==> src/rtl/cipher_pkg.sv <==
// Shared encodings, ASCII constants and helpers for the keyboard Vigenere cipher.
// Both the core FSM and the letter-shift datapath use these.
package cipher_pkg;

   localparam int KEY_IDX_W = 2;

   typedef enum logic [2:0] {
      ST_IDLE     = 3'd0,
      ST_LOAD_KEY = 3'd1,
      ST_ENCRYPT  = 3'd2,
      ST_DECRYPT  = 3'd3
   } state_t;

   localparam logic [7:0] ASCII_UPPER_A = 8'h41;
   localparam logic [7:0] ASCII_UPPER_Z = 8'h5A;
   localparam logic [7:0] ASCII_LOWER_A = 8'h61;
   localparam logic [7:0] ASCII_LOWER_Z = 8'h7A;
   localparam logic [7:0] CASE_MASK     = 8'hDF;
   localparam logic [5:0] ALPHABET_LEN  = 6'd26;

   function automatic logic is_letter(input logic [7:0] c);
      return ((c >= ASCII_UPPER_A) && (c <= ASCII_UPPER_Z)) ||
             ((c >= ASCII_LOWER_A) && (c <= ASCII_LOWER_Z));
   endfunction

   // Only meaningful for letters: clearing bit 5 maps 'a'..'z' onto 'A'..'Z'.
   function automatic logic [7:0] to_upper(input logic [7:0] c);
      return c & CASE_MASK;
   endfunction

endpackage

==> src/rtl/cipher_shift.sv <==
// Combinational Caesar shift of one ASCII character, case preserved.
// Non-letters pass through unchanged and deassert is_letter.
module cipher_shift (
   input  logic [7:0] in_char,
   input  logic [4:0] shift,
   input  logic       decrypt,
   output logic [7:0] out_char,
   output logic       is_letter
);
   import cipher_pkg::*;

   logic       lower;
   logic [7:0] base;
   logic [4:0] offset;
   logic [5:0] sum;
   logic [5:0] wrapped;

   always_comb begin
      is_letter = cipher_pkg::is_letter(in_char);
      lower     = (in_char >= ASCII_LOWER_A);
      base      = lower ? ASCII_LOWER_A : ASCII_UPPER_A;
      offset    = 5'(in_char - base);
      // Both operands are below 26, so a single +/-26 brings the result back into range.
      if (decrypt) begin
         sum     = {1'b0, offset} - {1'b0, shift};
         wrapped = sum[5] ? sum + ALPHABET_LEN : sum;
      end else begin
         sum     = {1'b0, offset} + {1'b0, shift};
         wrapped = (sum >= ALPHABET_LEN) ? sum - ALPHABET_LEN : sum;
      end
      out_char = is_letter ? base + {2'b00, wrapped} : in_char;
   end

endmodule

==> src/rtl/cipher_core.sv <==
// Keyboard cipher control: edge detection, key register file, FSM and display strobe.
// Collects a 1..KEY_SLOTS letter key, then encrypts/decrypts each keystroke.
module cipher_core
   import cipher_pkg::*;
#(
   parameter int KEY_SLOTS = 4
) (
   input  logic                 clk,
   input  logic                 reset,
   input  logic                 enter,
   input  logic                 kb_toggle,
   input  logic [7:0]           kb_char,
   output logic [2:0]           state,
   output logic [7:0]           vga_char,
   output logic                 vga_strobe,
   output logic [KEY_IDX_W-1:0] cipher_idx
);

   localparam int                   LEN_W   = 3;
   localparam int                   MAX_KEY = 4;
   localparam logic [LEN_W-1:0]     SLOTS_L = LEN_W'(KEY_SLOTS);
   localparam logic [KEY_IDX_W-1:0] MAX_IDX = KEY_IDX_W'(KEY_SLOTS - 1);

   state_t               state_reg;
   logic                 enter_q_reg;
   logic                 tog_q_reg;
   logic [LEN_W-1:0]     key_len_reg;
   logic [KEY_IDX_W-1:0] idx_reg;
   logic [7:0]           vga_char_reg;
   logic                 vga_strobe_reg;

   logic                 ent_ev;
   logic                 key_ev;
   logic                 key_wr_en;
   logic [7:0]           key_slot [MAX_KEY];
   logic [4:0]           key_shift;
   logic [7:0]           shifted_char;
   logic                 char_is_letter;
   logic [LEN_W-1:0]     idx_inc;
   logic [KEY_IDX_W-1:0] idx_next;

   assign ent_ev = enter & ~enter_q_reg;
   assign key_ev = kb_toggle ^ tog_q_reg;

   assign key_wr_en = (state_reg == ST_LOAD_KEY) && !ent_ev && key_ev &&
                      char_is_letter && (key_len_reg < SLOTS_L);

   // Slots beyond KEY_SLOTS read back as 'A' so a 4-entry mux works for any legal size.
   for (genvar gi = 0; gi < MAX_KEY; gi++) begin : g_key
      if (gi < KEY_SLOTS) begin : g_slot
         logic [7:0] slot_reg;
         always_ff @(posedge clk) begin
            if (reset) begin
               slot_reg <= ASCII_UPPER_A;
            end else if (key_wr_en && (key_len_reg == LEN_W'(gi))) begin
               slot_reg <= to_upper(kb_char);
            end
         end
         assign key_slot[gi] = slot_reg;
      end else begin : g_pad
         assign key_slot[gi] = ASCII_UPPER_A;
      end
   end

   assign key_shift = 5'(key_slot[idx_reg] - ASCII_UPPER_A);

   cipher_shift u_shift (
      .in_char   (kb_char),
      .shift     (key_shift),
      .decrypt   (state_reg == ST_DECRYPT),
      .out_char  (shifted_char),
      .is_letter (char_is_letter)
   );

   // idx walks 0..key_len-1 and wraps; key_len is at least 1 whenever this is used.
   assign idx_inc  = {1'b0, idx_reg} + LEN_W'(1);
   assign idx_next = (idx_inc >= key_len_reg) ? '0 : idx_inc[KEY_IDX_W-1:0];

   always_ff @(posedge clk) begin
      if (reset) begin
         state_reg      <= ST_IDLE;
         enter_q_reg    <= enter;
         tog_q_reg      <= kb_toggle;
         key_len_reg    <= '0;
         idx_reg        <= '0;
         vga_char_reg   <= 8'h00;
         vga_strobe_reg <= 1'b0;
      end else begin
         enter_q_reg    <= enter;
         tog_q_reg      <= kb_toggle;
         vga_strobe_reg <= 1'b0;
         case (state_reg)
            ST_IDLE: begin
               if (ent_ev) begin
                  state_reg   <= ST_LOAD_KEY;
                  key_len_reg <= '0;
               end
            end
            ST_LOAD_KEY: begin
               if (ent_ev) begin
                  if (key_len_reg != '0) begin
                     state_reg <= ST_ENCRYPT;
                     idx_reg   <= '0;
                  end
               end else if (key_wr_en) begin
                  key_len_reg    <= key_len_reg + LEN_W'(1);
                  vga_char_reg   <= to_upper(kb_char);
                  vga_strobe_reg <= 1'b1;
               end
            end
            ST_ENCRYPT, ST_DECRYPT: begin
               if (ent_ev) begin
                  state_reg <= (state_reg == ST_ENCRYPT) ? ST_DECRYPT : ST_IDLE;
                  idx_reg   <= '0;
               end else if (key_ev) begin
                  vga_char_reg   <= shifted_char;
                  vga_strobe_reg <= 1'b1;
                  if (char_is_letter) begin
                     idx_reg <= idx_next;
                  end
               end
            end
            default: state_reg <= ST_IDLE;
         endcase
      end
   end

   always_comb begin
      cipher_idx = '0;
      case (state_reg)
         ST_LOAD_KEY: cipher_idx = (key_len_reg >= LEN_W'(MAX_IDX)) ? MAX_IDX
                                                                  : key_len_reg[KEY_IDX_W-1:0];
         ST_ENCRYPT, ST_DECRYPT: cipher_idx = idx_reg;
         default: cipher_idx = '0;
      endcase
   end

   assign state      = state_reg;
   assign vga_char   = vga_char_reg;
   assign vga_strobe = vga_strobe_reg;

endmodule

==> config.mk <==
export PLATFORM = sky130hd
export DESIGN_NAME = cipher_core
export DESIGN_NICKNAME = d
export VERILOG_FILES = /design/src/rtl/cipher_pkg.sv /design/src/rtl/cipher_shift.sv /design/src/rtl/cipher_core.sv
export SDC_FILE = /design/constraint.sdc
export NUM_CORES = 1
export LEC_CHECK = 0
export CAP_MARGIN = 20
export CORE_ASPECT_RATIO = 1.4
export CORE_MARGIN = 5
export CORE_UTILIZATION = 30
export CTS_CLUSTER_DIAMETER = 120
export DETAILED_ROUTE_END_ITERATION = 7
export MAX_ROUTING_LAYER = met4
export SLEW_MARGIN = 20
export SYNTH_ARGS = -nofsm -noshare
export SYNTH_HDL_FRONTEND = slang
export SYNTH_SLANG_ARGS = --single-unit
==> constraint.sdc <==
create_clock -name clk -period 6.3 [get_ports clk]
set_clock_uncertainty 0.05 [all_clocks]
set_input_delay 1.89 -clock clk [delete_from_list [all_inputs] [get_ports clk]]
set_output_delay 1.89 -clock clk [all_outputs]
set_load 0.03 [all_outputs]
After elaboration in Yosys (flattened, before gate mapping)
Index checks and enable logic that the tools add are counted.

Flip-flop bits (word level): 47. Bits of input ports: 12. Logic and storage cells: 108.

Add/sub/neg operators: 9. Order comparisons: 9. Equal/unequal tests: 16. Mux-type cells: 37. Bitwise gates (word level): 4. Reductions and logical operators: 22.

Operators by type and width (number): $mux 8 (5); $mux 6 (4); $mux 3 (7); $bmux 8 s2 (1); $ge 8x7->1 const B (2); $le 8x7->1 const B (2); $mux 2 (8); $pmux 8 s2 (1); $ne 2x2->1 const B (7); $eq 3x2->1 const B (4); $logic_and 1x1->1 (10); $mux 5 (2); $reduce_and 5->1 (2); $pmux 3 s3 (1); $add 7x6->8 (1); $pmux 2 s2 (2); $reduce_and 4->1 (2); $add 5x5->6 (1); $add 6x5->6 const B (1); $eq 3x1->1 const B (2); $ge 6x5->1 const B (1); $logic_not 3->1 (2); $ne 3x3->1 const B (2); $pmux 3 s2 (1); 22 further kinds (26).

Longest topological paths before layout
Word-level depth: 14. Gate-level depth with buffers: 20. Gate-level depth less buffers: 18.

Cells and area by module
Synthesis repeated with hierarchy kept, for this count alone.

Cells, all modules: 387. Area, all modules: 3294.4 um^2.

Modules (own cells, without submodules): cipher_core (times used 1, cells each 214, area each 2069.5 um^2, seq. area each 760.7 um^2); cipher_shift (times used 1, cells each 173, area each 1224.9 um^2, seq. area each 0.0 um^2).

Least setup slack after synthesis
OpenSTA, ideal clock, no wires.

Kind: input to register. Start: input kb_char[0]. End: register vga_char_reg[1] (netlist: vga_char[1]). Library setup time: 128 ps. Arrival: 4925 ps. Path slack: 1197 ps. Stages: 16. Path buffers: 1. Path through: inv_1 -> ha_1 -> or3b_1 -> xnor2_1 -> ha_1 -> buf_2 -> o21ai_1 -> o31ai_1 -> a2111oi_0 -> a211oi_1 -> inv_1 -> ha_1 -> mux2i_1 -> nor2_1 -> a21oi_1 -> nor2_1.

Word-level cells in the longest chain between the ends: 10. Elaborated cells between the ends (all ways): 25. Classes of those cells: add/sub (6); order compare (5); eq/ne (1); mux (7); reduce/logical (6).

RTL lines: start: declaration (RTL line cipher_core.sv:12) `input logic [7:0] kb_char,`; $sub 5x5->5 (RTL line cipher_shift.sv:22) `offset = 5'(in_char - base);`; $add 5x5->6 or $sub 5x5->6 (tied branches) (RTL line cipher_shift.sv:28, cipher_shift.sv:25); $sub 6x5->6, or another cell as far along (RTL line cipher_shift.sv:29) `wrapped = (sum >= ALPHABET_LEN) ? sum - ALPHABET_LEN : sum;`; $mux 6, on equally long branches (RTL line cipher_shift.sv:29, cipher_shift.sv:26); $mux 6 (RTL line cipher_shift.sv:24) `if (decrypt) begin`; $add 7x6->8 (RTL line cipher_shift.sv:31) `out_char = is_letter ? base + {2'b00, wrapped} : in_char;`; $mux 8 (RTL line cipher_shift.sv:31); $mux 8 (RTL line cipher_core.sv:115) `end else if (key_ev) begin`; $mux 8 (RTL line cipher_core.sv:112) `if (ent_ev) begin`; $pmux 8 s2 (RTL line cipher_core.sv:92) `case (state_reg)`; end signal: assignment (RTL line cipher_core.sv:107) `vga_char_reg <= to_upper(kb_char);`; end signal: assignment (RTL line cipher_core.sv:116) `vga_char_reg <= shifted_char;`; end: declaration (RTL line cipher_core.sv:29) `logic [7:0] vga_char_reg;`.

Several ways; a longest one is shown, not always the timed one. The select of a mux whose other input is x is not followed. A chain may end at the register's enable or synchronous reset.

Final worst setup path
Start: input kb_char[0]. End: register vga_char_reg[6] (netlist: vga_char[6]).

Same word-level chain as after synthesis.

==> flow_results.xml <==
<?xml version="1.0" encoding="UTF-8"?>
<metrics>
  <group name="cts">
    <metric name="post_cts_resize_count" unit="">0</metric>
    <metric name="numCtsBuffers" unit="">5</metric>
    <metric name="cts_tree" unit="">done</metric>
    <metric name="clk_root_buffer_cell" unit="">clkbuf_16</metric>
    <metric name="clock_sink_count" unit="">38</metric>
    <metric name="clock_latency" unit="ns">0.28</metric>
    <metric name="worst_setup_hold_path_clk_slew" unit="ns">0.06</metric>
    <metric name="max-clock-path-buffers" unit="">2</metric>
    <metric name="htree_num_levels" unit="">2</metric>
    <metric name="cts_setup_buffers" unit="">0</metric>
    <metric name="cts_hold_buf" unit="">0</metric>
  </group>
  <group name="power_and_ir_drop">
    <metric name="cellPowerDensity" unit="mW/mm2">240</metric>
    <metric name="power_frac_seq" unit="%">30.3</metric>
    <metric name="switching_share" unit="%">35.0</metric>
    <metric name="netSwitchingPower" unit="mW">0.298</metric>
    <metric name="power.combinational.fraction" unit="%">37.3</metric>
    <metric name="clockPowerShare" unit="%">32.3</metric>
    <metric name="p_leak" unit="nW">1.42</metric>
    <metric name="max-vdd-ir-drop" unit="mV">0.109</metric>
    <metric name="intPower" unit="mW">0.555</metric>
  </group>
  <group name="finish">
    <metric name="diodes" unit="">0</metric>
    <metric name="final_layout_size_suffix_gt1_share" unit="%">7.18</metric>
    <metric name="fillerInstances" unit="">1065</metric>
    <metric name="final_net_count" unit="">437</metric>
    <metric name="layout_stage_area_growth_over_the_synthesis_result" unit="%">17.9</metric>
    <metric name="largest_reg_flops" unit="">20</metric>
    <metric name="layout.core_utilization" unit="%">36.0</metric>
  </group>
  <group name="status">
    <metric name="run_status" unit="">finished, final reports clean</metric>
  </group>
  <group name="worst_setup_path">
    <metric name="worstSetupEndpoint" unit="">vga_char[6]$_SDFFE_PP0P_</metric>
    <metric name="worst_ep_required_time" unit="ns">6.43</metric>
    <metric name="timing.setup.critical_path_class" unit="">input pin to register</metric>
    <metric name="critPathLaunch" unit="">kb_char[0]</metric>
    <metric name="timing.reg2reg.setup_slack" unit="ns">1.71</metric>
    <metric name="start_kind" unit="">input pin</metric>
    <metric name="slowest_stage" unit="">clkdlybuf4s50_1</metric>
    <metric name="data_arrival_at_the_endpoint_of_the_critical_path" unit="ns">5.94</metric>
    <metric name="path_max_fanout" unit="">9</metric>
    <metric name="r2r-start" unit="">idx_reg[0]$_SDFFE_PP0P_</metric>
    <metric name="worstPathCellList" unit="">clkdlybuf4s50_1, inv_1, ha_1, or3b_1, xnor2_1, ha_1, nor2b_1, or3_1, nor3_1, o31ai_1, a211oi_1, inv_1, ha_1, inv_1, a2111oi_0, a311oi_1</metric>
    <metric name="max_stage_delay_on_crit_path" unit="ns">0.52</metric>
    <metric name="r2r_cells" unit="">15</metric>
    <metric name="critical_path.endpoint_type" unit="">register</metric>
    <metric name="timing.rr.end" unit="">vga_char[6]$_SDFFE_PP0P_</metric>
  </group>
  <group name="timing">
    <metric name="period_minus_slack" unit="ns">5.81</metric>
    <metric name="setup_violations" unit="">0</metric>
    <metric name="finalHoldViolations" unit="">0</metric>
    <metric name="grt_setup_unrepaired" unit="">false</metric>
    <metric name="period_share" unit="%">92.3</metric>
    <metric name="highest_clock_rate" unit="MHz">172</metric>
    <metric name="worst_pin_slew" unit="ns">0.980</metric>
    <metric name="slew_viol_final" unit="">0</metric>
    <metric name="max_slew_margin" unit="%">34.2</metric>
    <metric name="setup_total_negative_slack" unit="ns">0</metric>
  </group>
  <group name="synthesis">
    <metric name="synth.cells.most_frequent" unit="">dfxtp_1, a21oi_1, ha_1</metric>
    <metric name="seq_area_frac_synth" unit="%">25.2</metric>
    <metric name="synthDominantAreaCellType" unit="">dfxtp_1</metric>
    <metric name="syn-num-nets" unit="">416</metric>
    <metric name="postSynthAreaPerCell" unit="um2">8.21</metric>
    <metric name="top_cells_by_area_in_the_synthesized_netlist" unit="">dfxtp_1, ha_1, a21oi_1</metric>
    <metric name="postSynthCellCount" unit="">368</metric>
    <metric name="synthDistinctLibCells" unit="">58</metric>
    <metric name="async_reset_ff_share" unit="%">0</metric>
    <metric name="synthesis.area" unit="mm2">0.00302</metric>
    <metric name="ys_ff_latch" unit="">38</metric>
    <metric name="synthMostInstantiatedCell" unit="">dfxtp_1</metric>
    <metric name="synth-edff-count" unit="">0</metric>
    <metric name="primary_ff_master_synth" unit="">dfxtp_1</metric>
    <metric name="post-synth-top-area-fraction" unit="%">25.2</metric>
    <metric name="synthesis.yosys.warnings" unit="">0</metric>
  </group>
  <group name="routing">
    <metric name="drt-total-wl" unit="um">8020</metric>
    <metric name="detail_route.iter0.violations" unit="">92</metric>
    <metric name="avgViaCountPerCell" unit="">5.16</metric>
    <metric name="drcViolationCount" unit="">0</metric>
    <metric name="drt_first_pass_iters" unit="">4</metric>
    <metric name="antenna_violating_nets_post_route" unit="">0</metric>
    <metric name="routed_wire_length_per_instance" unit="um">15.3</metric>
    <metric name="detailroute.via_count" unit="">2709</metric>
  </group>
  <group name="die">
    <metric name="std_cell_rows" unit="">43</metric>
    <metric name="boundaryPins" unit="">26</metric>
    <metric name="initial_utilization" unit="%">30.5</metric>
    <metric name="die_width" unit="um">94.8</metric>
    <metric name="floorplan.die.height" unit="um">129</metric>
    <metric name="placeableCoreArea" unit="mm2">0.00990</metric>
    <metric name="die_area" unit="mm2">0.0122</metric>
  </group>
  <group name="global_route">
    <metric name="global_route.overflow_total" unit="">0</metric>
    <metric name="grt_pass1_wl" unit="um">12900</metric>
    <metric name="first_global_vias" unit="">2687</metric>
    <metric name="groute.usage.overall" unit="%">13.9</metric>
    <metric name="grt_max_degree" unit="">29</metric>
    <metric name="number_of_antenna_violations_at_the_first_check_in_global_routing" unit="">0</metric>
  </group>
  <group name="placed_design">
    <metric name="dp_hpwl" unit="um">6310</metric>
    <metric name="buffer_ports.inserted" unit="">24</metric>
    <metric name="routabilityCongestion" unit="">0.930</metric>
  </group>
  <group name="run">
    <metric name="max-cap-violations" unit="">0</metric>
  </group>
  <group name="worst_hold_path">
    <metric name="hold_class" unit="">register to register</metric>
  </group>
</metrics>
[layout make-up]
class / count / area, um2 / area share (%)
clock buffer: 8 / 166 / 4.67
multi-input combinational: 281 / 2050 / 57.4
timing repair buffer: 32 / 300 / 8.43
sequential: 38 / 761 / 21.4
inverter: 31 / 119 / 3.34
tap: 135 / 169 / 4.74
[through the flow]
stage / std cells / setup WS, ns / hold slack (ns) / instance area [um2] / power, mW
global placement: 517 / 0.384 / 0.391 / 3390 / 0.577
global route: 525 / 0.161 / 0.419 / 3560 / 0.899
detailed placement: 517 / 0.251 / 0.396 / 3390 / 0.581
floorplan: 368 / 1.20 / 0.383 / 3020 / 0.499
finish: 525 / 0.487 / 0.402 / 3560 / 0.853
CTS: 525 / 0.519 / 0.404 / 3560 / 0.860
[worst max-delay path, delay by kind of cell]
kind	cells	cell delay [ns]
compound gates	4	0.86
xor+xnor	1	0.17
fa+ha+maj	3	0.93
buf+inv	4	0.94
simple gates	4	1.17
[per-layer routing]
| metal | global-route usage, % | up-vias | part of all wire (%) |
|---|---|---|---|
| met5 | - | - | 0 |
| met4 | 5.69 | 0 | 3.2 |
| met3 | 2.22 | 18 | 3.4 |
| met2 | 25.2 | 51 | 53 |
| met1 | 14.7 | 1292 | 40 |
| li1 | - | 1348 | - |
[power groups by stage]
stage / Combinational, mW / Sequential, mW / Clock (mW)
2_1_floorplan: 0.220 / 0.279 / 0
3_3_place_gp: 0.313 / 0.264 / 0
3_5_place_dp: 0.316 / 0.264 / 0
4_1_cts: 0.318 / 0.259 / 0.283
5_1_grt: 0.348 / 0.261 / 0.290
6_report: 0.319 / 0.259 / 0.276
[kinds of logic after synthesis]
group	after synthesis	share of synthesized area [%]
adders and majority gates	36	15.4
AOI/OAI and AO/OA	92	20.3
xor gates and xnor gates	16	4.64
muxes	16	7.37
and+or+nand+nor	120	19.9
DFF	38	25.2
other	1	0.124
buffers and inverters	49	7.08
[worst min-delay path by stage]
stage                                              from                                  endpoint  cells past startpoint
2_1_floorplan  g_key[2].g_slot.slot_reg[1]$_SDFFE_PP0P_  g_key[2].g_slot.slot_reg[1]$_SDFFE_PP0P_                      2
3_3_place_gp   g_key[2].g_slot.slot_reg[2]$_SDFFE_PP0P_  g_key[2].g_slot.slot_reg[2]$_SDFFE_PP0P_                      2
3_5_place_dp                   vga_char[2]$_SDFFE_PP0P_                  vga_char[2]$_SDFFE_PP0P_                      2
4_1_cts                        vga_char[2]$_SDFFE_PP0P_                  vga_char[2]$_SDFFE_PP0P_                      2
5_1_grt                        vga_char[2]$_SDFFE_PP0P_                  vga_char[2]$_SDFFE_PP0P_                      2
6_report                       vga_char[2]$_SDFFE_PP0P_                  vga_char[2]$_SDFFE_PP0P_                      2
[placed cells by master (no fill, tap or decap), types with 10 or more instances in the layout]
master	count
dfxtp_1	38
a21oi_1	36
ha_1	34
nand2_1	32
inv_1	30
nor2_1	26
clkdlybuf4s50_1	24
nand3_1	16
nor3_1	11
mux2i_1	11
o21ai_0	10
Note: power is estimated with default switching activity, not from simulation.
